`src/rtl/tick_pwm.sv`:
```
// tick_pwm: PWM generator that counts on the tick enable from a pulse divider.
// Period/duty are written through a valid/ready shadow register and take
// effect only at a period wrap (or while idle), so the output never glitches.
// A one-clock cycle_end strobe marks every period wrap.
// Optional feature macro: PWM_DEADTIME_EN enables the complementary pwm_n
// output with DEADTIME clocks of dead-time between the two outputs.
module tick_pwm #(
   parameter int WIDTH    = 16,
   parameter int DEADTIME = 4
) (
   input  logic             clk,
   input  logic             rst,
   input  logic             tick,
   input  logic             enable,
   input  logic             cfg_valid,
   output logic             cfg_ready,
   input  logic [WIDTH-1:0] cfg_period,
   input  logic [WIDTH-1:0] cfg_duty,
   output logic             pwm_out,
   output logic             pwm_n,
   output logic             cycle_end
);

   localparam logic [0:0] ST_IDLE = 1'b0;
   localparam logic [0:0] ST_RUN  = 1'b1;

   localparam logic [WIDTH-1:0] ZERO_W = {WIDTH{1'b0}};
   localparam logic [WIDTH-1:0] ONE_W  = {{(WIDTH-1){1'b0}}, 1'b1};

   logic [0:0]       state_q, state_d;
   logic [WIDTH-1:0] cnt_q, cnt_d;
   logic [WIDTH-1:0] period_act_q, period_act_d;
   logic [WIDTH-1:0] duty_act_q, duty_act_d;
   logic [WIDTH-1:0] shadow_period_q, shadow_period_d;
   logic [WIDTH-1:0] shadow_duty_q, shadow_duty_d;
   logic             shadow_full_q, shadow_full_d;
   logic             cycle_end_q, cycle_end_d;
   logic             pwm_out_q, pwm_out_d;
   logic             pwm_n_q, pwm_n_d;

   logic             accept_s;
   logic             wrap_s;
   logic             raw_s;

   // A config offer is taken only while the shadow is empty.
   assign accept_s = cfg_valid && !shadow_full_q;
   // Period wrap: counting tick while sitting on the last tick index.
   assign wrap_s   = (state_q == ST_RUN) && tick && (cnt_q == period_act_q);
   // Raw PWM level; cnt never exceeds period_act so the compare cannot overflow.
   assign raw_s    = (state_q == ST_RUN) && (cnt_q < duty_act_q);

   // Next-state logic for the run FSM, tick counter and shadow/active config.
   always_comb begin
      state_d         = state_q;
      cnt_d           = cnt_q;
      period_act_d    = period_act_q;
      duty_act_d      = duty_act_q;
      shadow_period_d = shadow_period_q;
      shadow_duty_d   = shadow_duty_q;
      shadow_full_d   = shadow_full_q;
      cycle_end_d     = 1'b0;

      case (state_q)
         ST_IDLE: begin
            cnt_d = ZERO_W;
            // While idle a filled shadow moves to active on the next clock.
            if (shadow_full_q) begin
               period_act_d  = shadow_period_q;
               duty_act_d    = shadow_duty_q;
               shadow_full_d = 1'b0;
            end else begin
               shadow_full_d = 1'b0;
            end
            // Start decision uses the already-active period.
            if (enable && (period_act_q != ZERO_W)) begin
               state_d = ST_RUN;
            end else begin
               state_d = ST_IDLE;
            end
         end
         ST_RUN: begin
            if (wrap_s) begin
               cnt_d       = ZERO_W;
               cycle_end_d = 1'b1;
               if (shadow_full_q) begin
                  period_act_d  = shadow_period_q;
                  duty_act_d    = shadow_duty_q;
                  shadow_full_d = 1'b0;
                  // A zero period loaded at the wrap stops the generator.
                  if (shadow_period_q == ZERO_W) begin
                     state_d = ST_IDLE;
                  end else begin
                     state_d = ST_RUN;
                  end
               end else begin
                  shadow_full_d = 1'b0;
               end
            end else if (tick) begin
               cnt_d = cnt_q + ONE_W;
            end else begin
               cnt_d = cnt_q;
            end
            // Dropping enable wins over everything except the wrap bookkeeping.
            if (!enable) begin
               state_d = ST_IDLE;
               cnt_d   = ZERO_W;
            end else begin
               cycle_end_d = cycle_end_d;
            end
         end
         default: begin
            state_d = ST_IDLE;
            cnt_d   = ZERO_W;
         end
      endcase

      // Accept never collides with a shadow load: ready is low while full.
      if (accept_s) begin
         shadow_period_d = cfg_period;
         shadow_duty_d   = cfg_duty;
         shadow_full_d   = 1'b1;
      end else begin
         shadow_period_d = shadow_period_d;
      end
   end

`ifdef PWM_DEADTIME_EN
   localparam int             DCW    = $clog2(DEADTIME + 2);
   localparam logic [DCW-1:0] DT_LIM = DCW'(DEADTIME);
   localparam logic [DCW-1:0] DT_ONE = DCW'(1);
   localparam logic [DCW-1:0] DT_ZER = DCW'(0);

   // Consecutive low clocks of each output, saturating at DEADTIME.
   logic [DCW-1:0] p_low_q, p_low_d;
   logic [DCW-1:0] n_low_q, n_low_d;

   // Dead-time shaping: rising edges wait for the other side to be low long enough.
   always_comb begin
      pwm_out_d = 1'b0;
      pwm_n_d   = 1'b0;
      p_low_d   = DT_ZER;
      n_low_d   = DT_ZER;
      if (state_q == ST_RUN) begin
         pwm_out_d = raw_s && (n_low_q >= DT_LIM);
         pwm_n_d   = !raw_s && (p_low_q >= DT_LIM);
         if (pwm_out_d) begin
            p_low_d = DT_ZER;
         end else if (p_low_q >= DT_LIM) begin
            p_low_d = p_low_q;
         end else begin
            p_low_d = p_low_q + DT_ONE;
         end
         if (pwm_n_d) begin
            n_low_d = DT_ZER;
         end else if (n_low_q >= DT_LIM) begin
            n_low_d = n_low_q;
         end else begin
            n_low_d = n_low_q + DT_ONE;
         end
      end else begin
         pwm_out_d = 1'b0;
         pwm_n_d   = 1'b0;
      end
   end

   // Dead-time low counters.
   always_ff @(posedge clk or posedge rst) begin
      if (rst) begin
         p_low_q <= DT_ZER;
         n_low_q <= DT_ZER;
      end else begin
         p_low_q <= p_low_d;
         n_low_q <= n_low_d;
      end
   end
`else
   localparam int dt_unused = DEADTIME;

   // Plain PWM: output follows the compare, complementary pin held low.
   always_comb begin
      pwm_out_d = raw_s;
      pwm_n_d   = 1'b0;
   end
`endif

   // State, counter, config and output registers.
   always_ff @(posedge clk or posedge rst) begin
      if (rst) begin
         state_q         <= ST_IDLE;
         cnt_q           <= ZERO_W;
         period_act_q    <= ZERO_W;
         duty_act_q      <= ZERO_W;
         shadow_period_q <= ZERO_W;
         shadow_duty_q   <= ZERO_W;
         shadow_full_q   <= 1'b0;
         cycle_end_q     <= 1'b0;
         pwm_out_q       <= 1'b0;
         pwm_n_q         <= 1'b0;
      end else begin
         state_q         <= state_d;
         cnt_q           <= cnt_d;
         period_act_q    <= period_act_d;
         duty_act_q      <= duty_act_d;
         shadow_period_q <= shadow_period_d;
         shadow_duty_q   <= shadow_duty_d;
         shadow_full_q   <= shadow_full_d;
         cycle_end_q     <= cycle_end_d;
         pwm_out_q       <= pwm_out_d;
         pwm_n_q         <= pwm_n_d;
      end
   end

   assign cfg_ready = !shadow_full_q;
   assign pwm_out   = pwm_out_q;
   assign pwm_n     = pwm_n_q;
   assign cycle_end = cycle_end_q;

endmodule
```
`config.mk`:
```
export PLATFORM = sky130hd
export DESIGN_NAME = tick_pwm
export DESIGN_NICKNAME = d
export VERILOG_FILES = /design/src/rtl/tick_pwm.sv
export SDC_FILE = /design/constraint.sdc
export NUM_CORES = 1
export LEC_CHECK = 0
export ABC_AREA = 1
export CAP_MARGIN = 10
export CORE_ASPECT_RATIO = 0.75
export CORE_MARGIN = 2
export CORE_UTILIZATION = 57
export DETAILED_ROUTE_END_ITERATION = 8
export PLACE_DENSITY = 0.82
export SYNTH_ARGS = -nofsm -noshare
export SYNTH_HDL_FRONTEND = slang
export SYNTH_SLANG_ARGS = --single-unit
```
`constraint.sdc`:
```
create_clock -name clk -period 3.6 [get_ports clk]
set_clock_uncertainty 0.05 [all_clocks]
set_input_delay 0.54 -clock clk [delete_from_list [all_inputs] [get_ports clk]]
set_output_delay 0.54 -clock clk [all_outputs]
set_load 0.01 [all_outputs]
```
==> results of run 1 <==
-- final cells by class --
| class | instances | share of cell area |
|---|---|---|
| sequential | 84 | 0.415 |
| multi-input combinational | 363 | 0.387 |
| timing repair buffer | 43 | 0.0830 |
| inverter | 61 | 0.0455 |
| clock buffer | 10 | 0.0252 |
| tap | 101 | 0.0250 |
| clock inverter | 6 | 0.0190 |
-- layout by cell type (no fill, tap or decap), types with 9 or more instances in the layout --
cell type,count
clkdlybuf4s50_1,39
dfrtp_1,84
a21oi_1,17
nand2_1,156
ha_1,16
o21ai_0,9
nor2_1,44
mux2_2,32
clkbuf_8,9
nand4_1,9
inv_1,59
nand3_1,46
-- sequential cells by signal, summed over array words and instances, names as in the netlist --
name / cells
shadow_period_q: 16
duty_act_q: 16
period_act_q: 16
cnt_q: 16
cycle_end: 1
state_q: 1
shadow_duty_q: 16
shadow_full_q: 1
pwm_out: 1
-- cell families (layout without fill, tap and decap cells) --
kind of cell	after synthesis	count (layout)
flops	84	84
buf+inv	76	120
other cells	1	1
simple gates	275	275
mux	32	32
fa+ha+maj	16	16
compound gates	34	34
xor+xnor	5	5
-- power groups by stage --
stage / combinational (mW) / sequential (mW) / clock, mW
after floorplan: 0.539 / 1.31 / 0
after global placement: 0.646 / 1.38 / 0
after detailed placement: 0.689 / 1.39 / 0
after CTS: 0.693 / 1.37 / 0.762
after global routing: 0.788 / 1.41 / 0.807
final: 0.691 / 1.38 / 0.755
-- tightest hold or removal path: stages, from the launching register on --
cell,delay (ns)
dfrtp_1,0.35
nand2_1,0.06
nand2_1,0.05
-- worst min path at each step --
stage | from | end | slack (ns) | depth (start not counted)
2_1_floorplan | duty_act_q[10] | duty_act_q[10] | 0.39 | 2
3_3_place_gp | duty_act_q[10] | duty_act_q[10] | 0.41 | 2
3_5_place_dp | duty_act_q[6] | duty_act_q[6] | 0.41 | 2
4_1_cts | duty_act_q[4] | duty_act_q[4] | 0.43 | 2
5_1_grt | duty_act_q[2] | duty_act_q[2] | 0.46 | 2
6_report | duty_act_q[1] | duty_act_q[1] | 0.43 | 2
-- stage by stage --
step	instances	worst slack, ns	hold slack [ns]
after global routing	668	1.11	0.463
after floorplan	523	0.845	0.392
after CTS	668	1.33	0.431
final	668	1.29	0.431
after detailed placement	652	0.951	0.411
after global placement	652	1.05	0.407
-- routing by layer --
metal / share of wire / vias up
li1: - / 1768
met1: 0.45 / 1743
met5: 0 / -
met3: 0.076 / 16
met2: 0.46 / 147
met4: 0.013 / 0
==> results.yml, run 1 <==
run_status:
  status: "completed"
finish:
  final_nets: 615
  fillers: 603
  multiInputGateArea_sq_um: 1960
  diodes: 0
  area_delta_synth_final_pct: 15.2
  final_util: 0.684
  layout-drive-gt1-share: 0.101
  seq_area_sq_um: 2100
  fin_area_sq_um: 5060
clock_tree:
  cts_buffers: 9
  ctsRootBufferMaster: "clkbuf_8"
  cts_setup_buffers: 0
  clk_latency_ns: 0.36
  cts_tree: "done"
  holdBufCountCts: 0
  clockBufferDepth: 2
  clk_pin_slew_ns: 0.09
  post_cts_resized: 0
  htreeDepth: 3
  clock-sinks: 84
critical_path:
  rrSetupSlack_ns: 1.32
  critPathBufInv: 1
  worst-path-stages: 10
  critPathRequiredTime_ns: 3.81
  crit_chain: "clkdlybuf4s50_1 > nand2_1 > nor2_1 > nand2_1 > nor2_2 > nand3_2 > nand2_4 > nand2_4 > nand2_1 > nand2_1"
  crit_family: "simple AND/OR/NAND/NOR gates"
  cp_common_cell: "nand2_1"
  crit_end: "duty_act_q[10]"
  cp_max_fo: 44
  reg2reg_from: "cnt_q[11]"
  start_kind: "input pin"
  reg2reg_depth: 11
  max_stage_delay_ns: 0.56
  crit_type: "input pin to register"
  crit_start: "tick"
  r2r_end: "duty_act_q[10]"
  slowest_stage: "clkdlybuf4s50_1"
  endpoint_kind: "register"
  worstPathArrival_ns: 2.52
yosys:
  syn_area_sq_um: 4390
  netlist_top_cells_area: "dfrtp_1 48%, nand2_1 13%, mux2_2 8.2%"
  synthMuxAreaShare: 0.0820
  async_flop_share: 1.00
  yosys_register_bits: 84
  synth_nets: 576
  synth_commonest_cells: "156 x nand2_1, 84 x dfrtp_1, 60 x inv_1"
  synth_most_common_cell: "nand2_1"
  syn_inst: 523
  synthAdderAreaFrac: 0.0456
  yosysWarnings: 0
  synth.distinct_cells: 30
  synth_top_area_cell: "dfrtp_1"
  yosys_most_used_dff: "dfrtp_1"
  synth_edf_count: 0
  synth_xor_area_frac: 0.00997
  synth_top_family_by_area: "simple AND/OR/NAND/NOR gates"
  synth_top_area_share: 0.478
  syn_avg_cell_area_sq_um: 8.40
  synthSimpleGateAreaFrac: 0.265
  ys_seq_area_frac: 0.478
  synth_compound_area_frac: 0.0421
floorplan:
  initial_utilization: 0.594
  io-pin-count: 41
  dieArea_sq_um: 8440
  die_h_microns: 80.0
  die_w_microns: 105
  core_area_sq_um: 7400
  row_count: 27
grt:
  grt_pass1_wl_microns: 17100
  grt_max_degree: 45
  busiest_layer: "met2"
  use_met1: 0.371
  use_met3: 0.0792
  grt_pass1_vias: 3417
  grt_use_met2: 0.411
  antenna_found_initial: 0
  grt_use_total: 0.268
  overflow: 0
pwr:
  power_mw: 2.83
  p_sw_frac: 0.332
  p_int_mw: 1.89
  ir_worst_vdd_mv: 0.396
  power_frac_clock: 0.267
  power_frac_seq: 0.488
  p_leak_nw: 2.50
  comb_power_share: 0.245
  switchingPower_uw: 939
  power_density_nw_per_um2: 558
timing:
  max_freq_mhz: 433
  tightest_slew_ns: 0.588
  finalCritPeriodShare: 0.642
  timing.slew.headroom: 0.607
  setup_violations: 0
  slew_viol_final: 0
  final_hold_viol_count: 0
  tns_ns: 0
  fin_crit_ns: 2.31
  rsz0062_at_grt: "no"
place:
  placed_area_sq_um: 4840
  dpl.hpwl_microns: 7850
  gp_congestion: 0.974
  portBuffers: 39
routing:
  drc_errors: 0
  wl_per_cell_microns: 15.5
  drt_pass1_iterations: 5
  vias: 3674
  ant_nets: 0
  drtIter0Drc: 283
  routed_wl_microns: 10400
  vias_per_cell: 5.50
min_path:
  hold_class: "register to register"
flow_run:
  cap_violations: 0
(Power assumes the default switching activity.)
==> run 2: changes to the inputs <==
--- a/config.mk
+++ b/config.mk
@@ -9,9 +9,9 @@
 export CAP_MARGIN = 10
 export CORE_ASPECT_RATIO = 0.75
 export CORE_MARGIN = 2
-export CORE_UTILIZATION = 57
+export CORE_UTILIZATION = 52
 export DETAILED_ROUTE_END_ITERATION = 8
-export PLACE_DENSITY = 0.82
+export PLACE_DENSITY = 0.79
 export SYNTH_ARGS = -nofsm -noshare
 export SYNTH_HDL_FRONTEND = slang
 export SYNTH_SLANG_ARGS = --single-unit
==> constraint.sdc (replaced) <==
create_clock -name clk -period 1.94 [get_ports clk]
set_clock_uncertainty 0.05 [all_clocks]
set_input_delay 0.291 -clock clk [delete_from_list [all_inputs] [get_ports clk]]
set_output_delay 0.291 -clock clk [all_outputs]
set_load 0.01 [all_outputs]
==> results.yml, run 2 (same netlist as run 1, synthesis figures left out) <==
pwr:
  ir_worst_vdd_mv: 0.617
  comb_power_share: 0.239
  power_frac_seq: 0.454
  power_frac_clock: 0.307
  p_int_mw: 3.80
  p_sw_frac: 0.319
  power_density_nw_per_um2: 1060
  switchingPower_mw: 1.78
  p_leak_nw: 2.57
timing:
  fin_crit_ns: 1.79
  finalCritPeriodShare: 0.925
  max_freq_mhz: 557
  tns_ns: 0
  setup_violations: 0
  slew_viol_final: 0
  final_hold_viol_count: 0
  rsz0062_at_grt: "no"
routing:
  wl_met1_microns: 4630
  met3_length_microns: 769
  ant_nets: 0
  vias_per_cell: 5.36
  drt_pass1_iterations: 5
  routed_wl_microns: 9970
  vias: 3650
  drc_errors: 0
  wl_per_cell_microns: 14.6
  drtIter0Drc: 249
  top_layer: "met4"
  wl_met2_microns: 4500
clock_tree:
  ctsRootBufferMaster: "clkbuf_16"
  cts_buffers: 9
  htreeDepth: 3
  clock-sinks: 84
  clk_pin_slew_ns: 0.07
  cts_tree: "done"
  clockBufferDepth: 2
  clk_latency_ns: 0.34
  cts_setup_buffers: 0
place:
  dpl.hpwl_microns: 7260
  gp_congestion: 0.990
  portBuffers: 39
  post-place-cells: 665
critical_path:
  rrSetupSlack_ns: 0.15
  worstPathArrival_ns: 2.02
  reg2reg_from: "cnt_q[3]"
  critPathRequiredTime_ns: 2.16
  start_kind: "register"
  cp_max_fo: 43
  crit_type: "register to register"
  endpoint_kind: "register"
  reg2reg_depth: 11
  r2r_end: "period_act_q[11]"
finish:
  final_nets: 621
  area_delta_synth_final_pct: 19.6
  final_common_cell: "nand2_1"
  final_cell_mix: "156 x nand2_1, 82 x dfrtp_1, 59 x inv_1"
  layout-drive-gt1-share: 0.113
  diodes: 0
  final_util: 0.630
  final_cells: 681
floorplan:
  die_w_microns: 110
  initial_utilization: 0.527
  row_count: 29
  die_h_microns: 83.6
  io-pin-count: 41
  core_area_sq_um: 8350
  dieArea_sq_um: 9210
min_path:
  hold_class: "input pin to asynchronous set/reset pin"
grt:
  grt_pass1_vias: 3551
  overflow: 0
  antenna_found_initial: 0
  grt_use_total: 0.237
  grt_max_degree: 46
  grt_pass1_wl_microns: 17000
flow_run:
  cap_violations: 0
run_status:
  status: "completed"
==> run 2: metal layers <==
metal / global-route usage / vias up
met3: 0.0554 / 7
li1: - / 1784
met2: 0.358 / 143
met4: 0.0591 / 0
met5: 0 / -
met1: 0.348 / 1716
==> run 2: critical path, cell delays in order (launching register included) <==
cell,delay [ns]
dfrtp_1,0.45
inv_1,0.12
nand2_1,0.09
nand2_1,0.05
nor2_1,0.09
nand2_1,0.06
nor2_1,0.14
nand3_2,0.13
nand2_4,0.12
buf_12,0.21
nand3_1,0.11
nand2_1,0.09
==> run 2: worst max-delay path by stage <==
stage	from	end	slack (ns)	cells past startpoint
2_1_floorplan	cnt_q[1]	cnt_q[12]	0.47	6
3_3_place_gp	tick	duty_act_q[1]	0.09	10
3_5_place_dp	tick	duty_act_q[12]	0.04	10
4_1_cts	cnt_q[3]	period_act_q[13]	0.15	11
5_1_grt	cnt_q[4]	period_act_q[7]	0.006	8
6_report	cnt_q[3]	period_act_q[11]	0.15	11
==> run 2: timing repair <==
action,in CTS,in global routing
hold buffers,0,0
resized for setup,0,3
endpoints found under the setup margin,0,32
==> run 2: per-stage QoR <==
| step | setup slack, ns | instance area (sq um) | total power [mW] | hold slack, ns |
|---|---|---|---|---|
| 4_1_cts | 0.149 | 5240 | 5.59 | 0.251 |
| 3_3_place_gp | 0.0901 | 4940 | 3.78 | 0.406 |
| 3_5_place_dp | 0.0411 | 4940 | 3.86 | 0.409 |
| 5_1_grt | 0.00569 | 5260 | 5.92 | 0.272 |
| 6_report | 0.145 | 5260 | 5.57 | 0.242 |
| 2_1_floorplan | 0.472 | 4400 | 3.43 | 0.362 |
==> run 2: power by group through the flow <==
stage / logic [mW] / clock network [mW] / registers, mW
after floorplan: 1.00 / 0 / 2.43
after global placement: 1.24 / 0 / 2.54
after detailed placement: 1.31 / 0 / 2.56
after CTS: 1.33 / 1.74 / 2.53
after global routing: 1.52 / 1.82 / 2.59
final: 1.33 / 1.71 / 2.53
==> run 2: area by class of cell <==
| class | instances | area, sq um |
|---|---|---|
| multi-input cells | 363 | 1970 |
| well taps | 108 | 135 |
| clock buffers | 10 | 229 |
| inverters | 61 | 233 |
| fillers | 723 | 3090 |
| clock inverters | 6 | 70.1 |
| repair buffers | 49 | 515 |
| flip-flops and latches | 84 | 2100 |
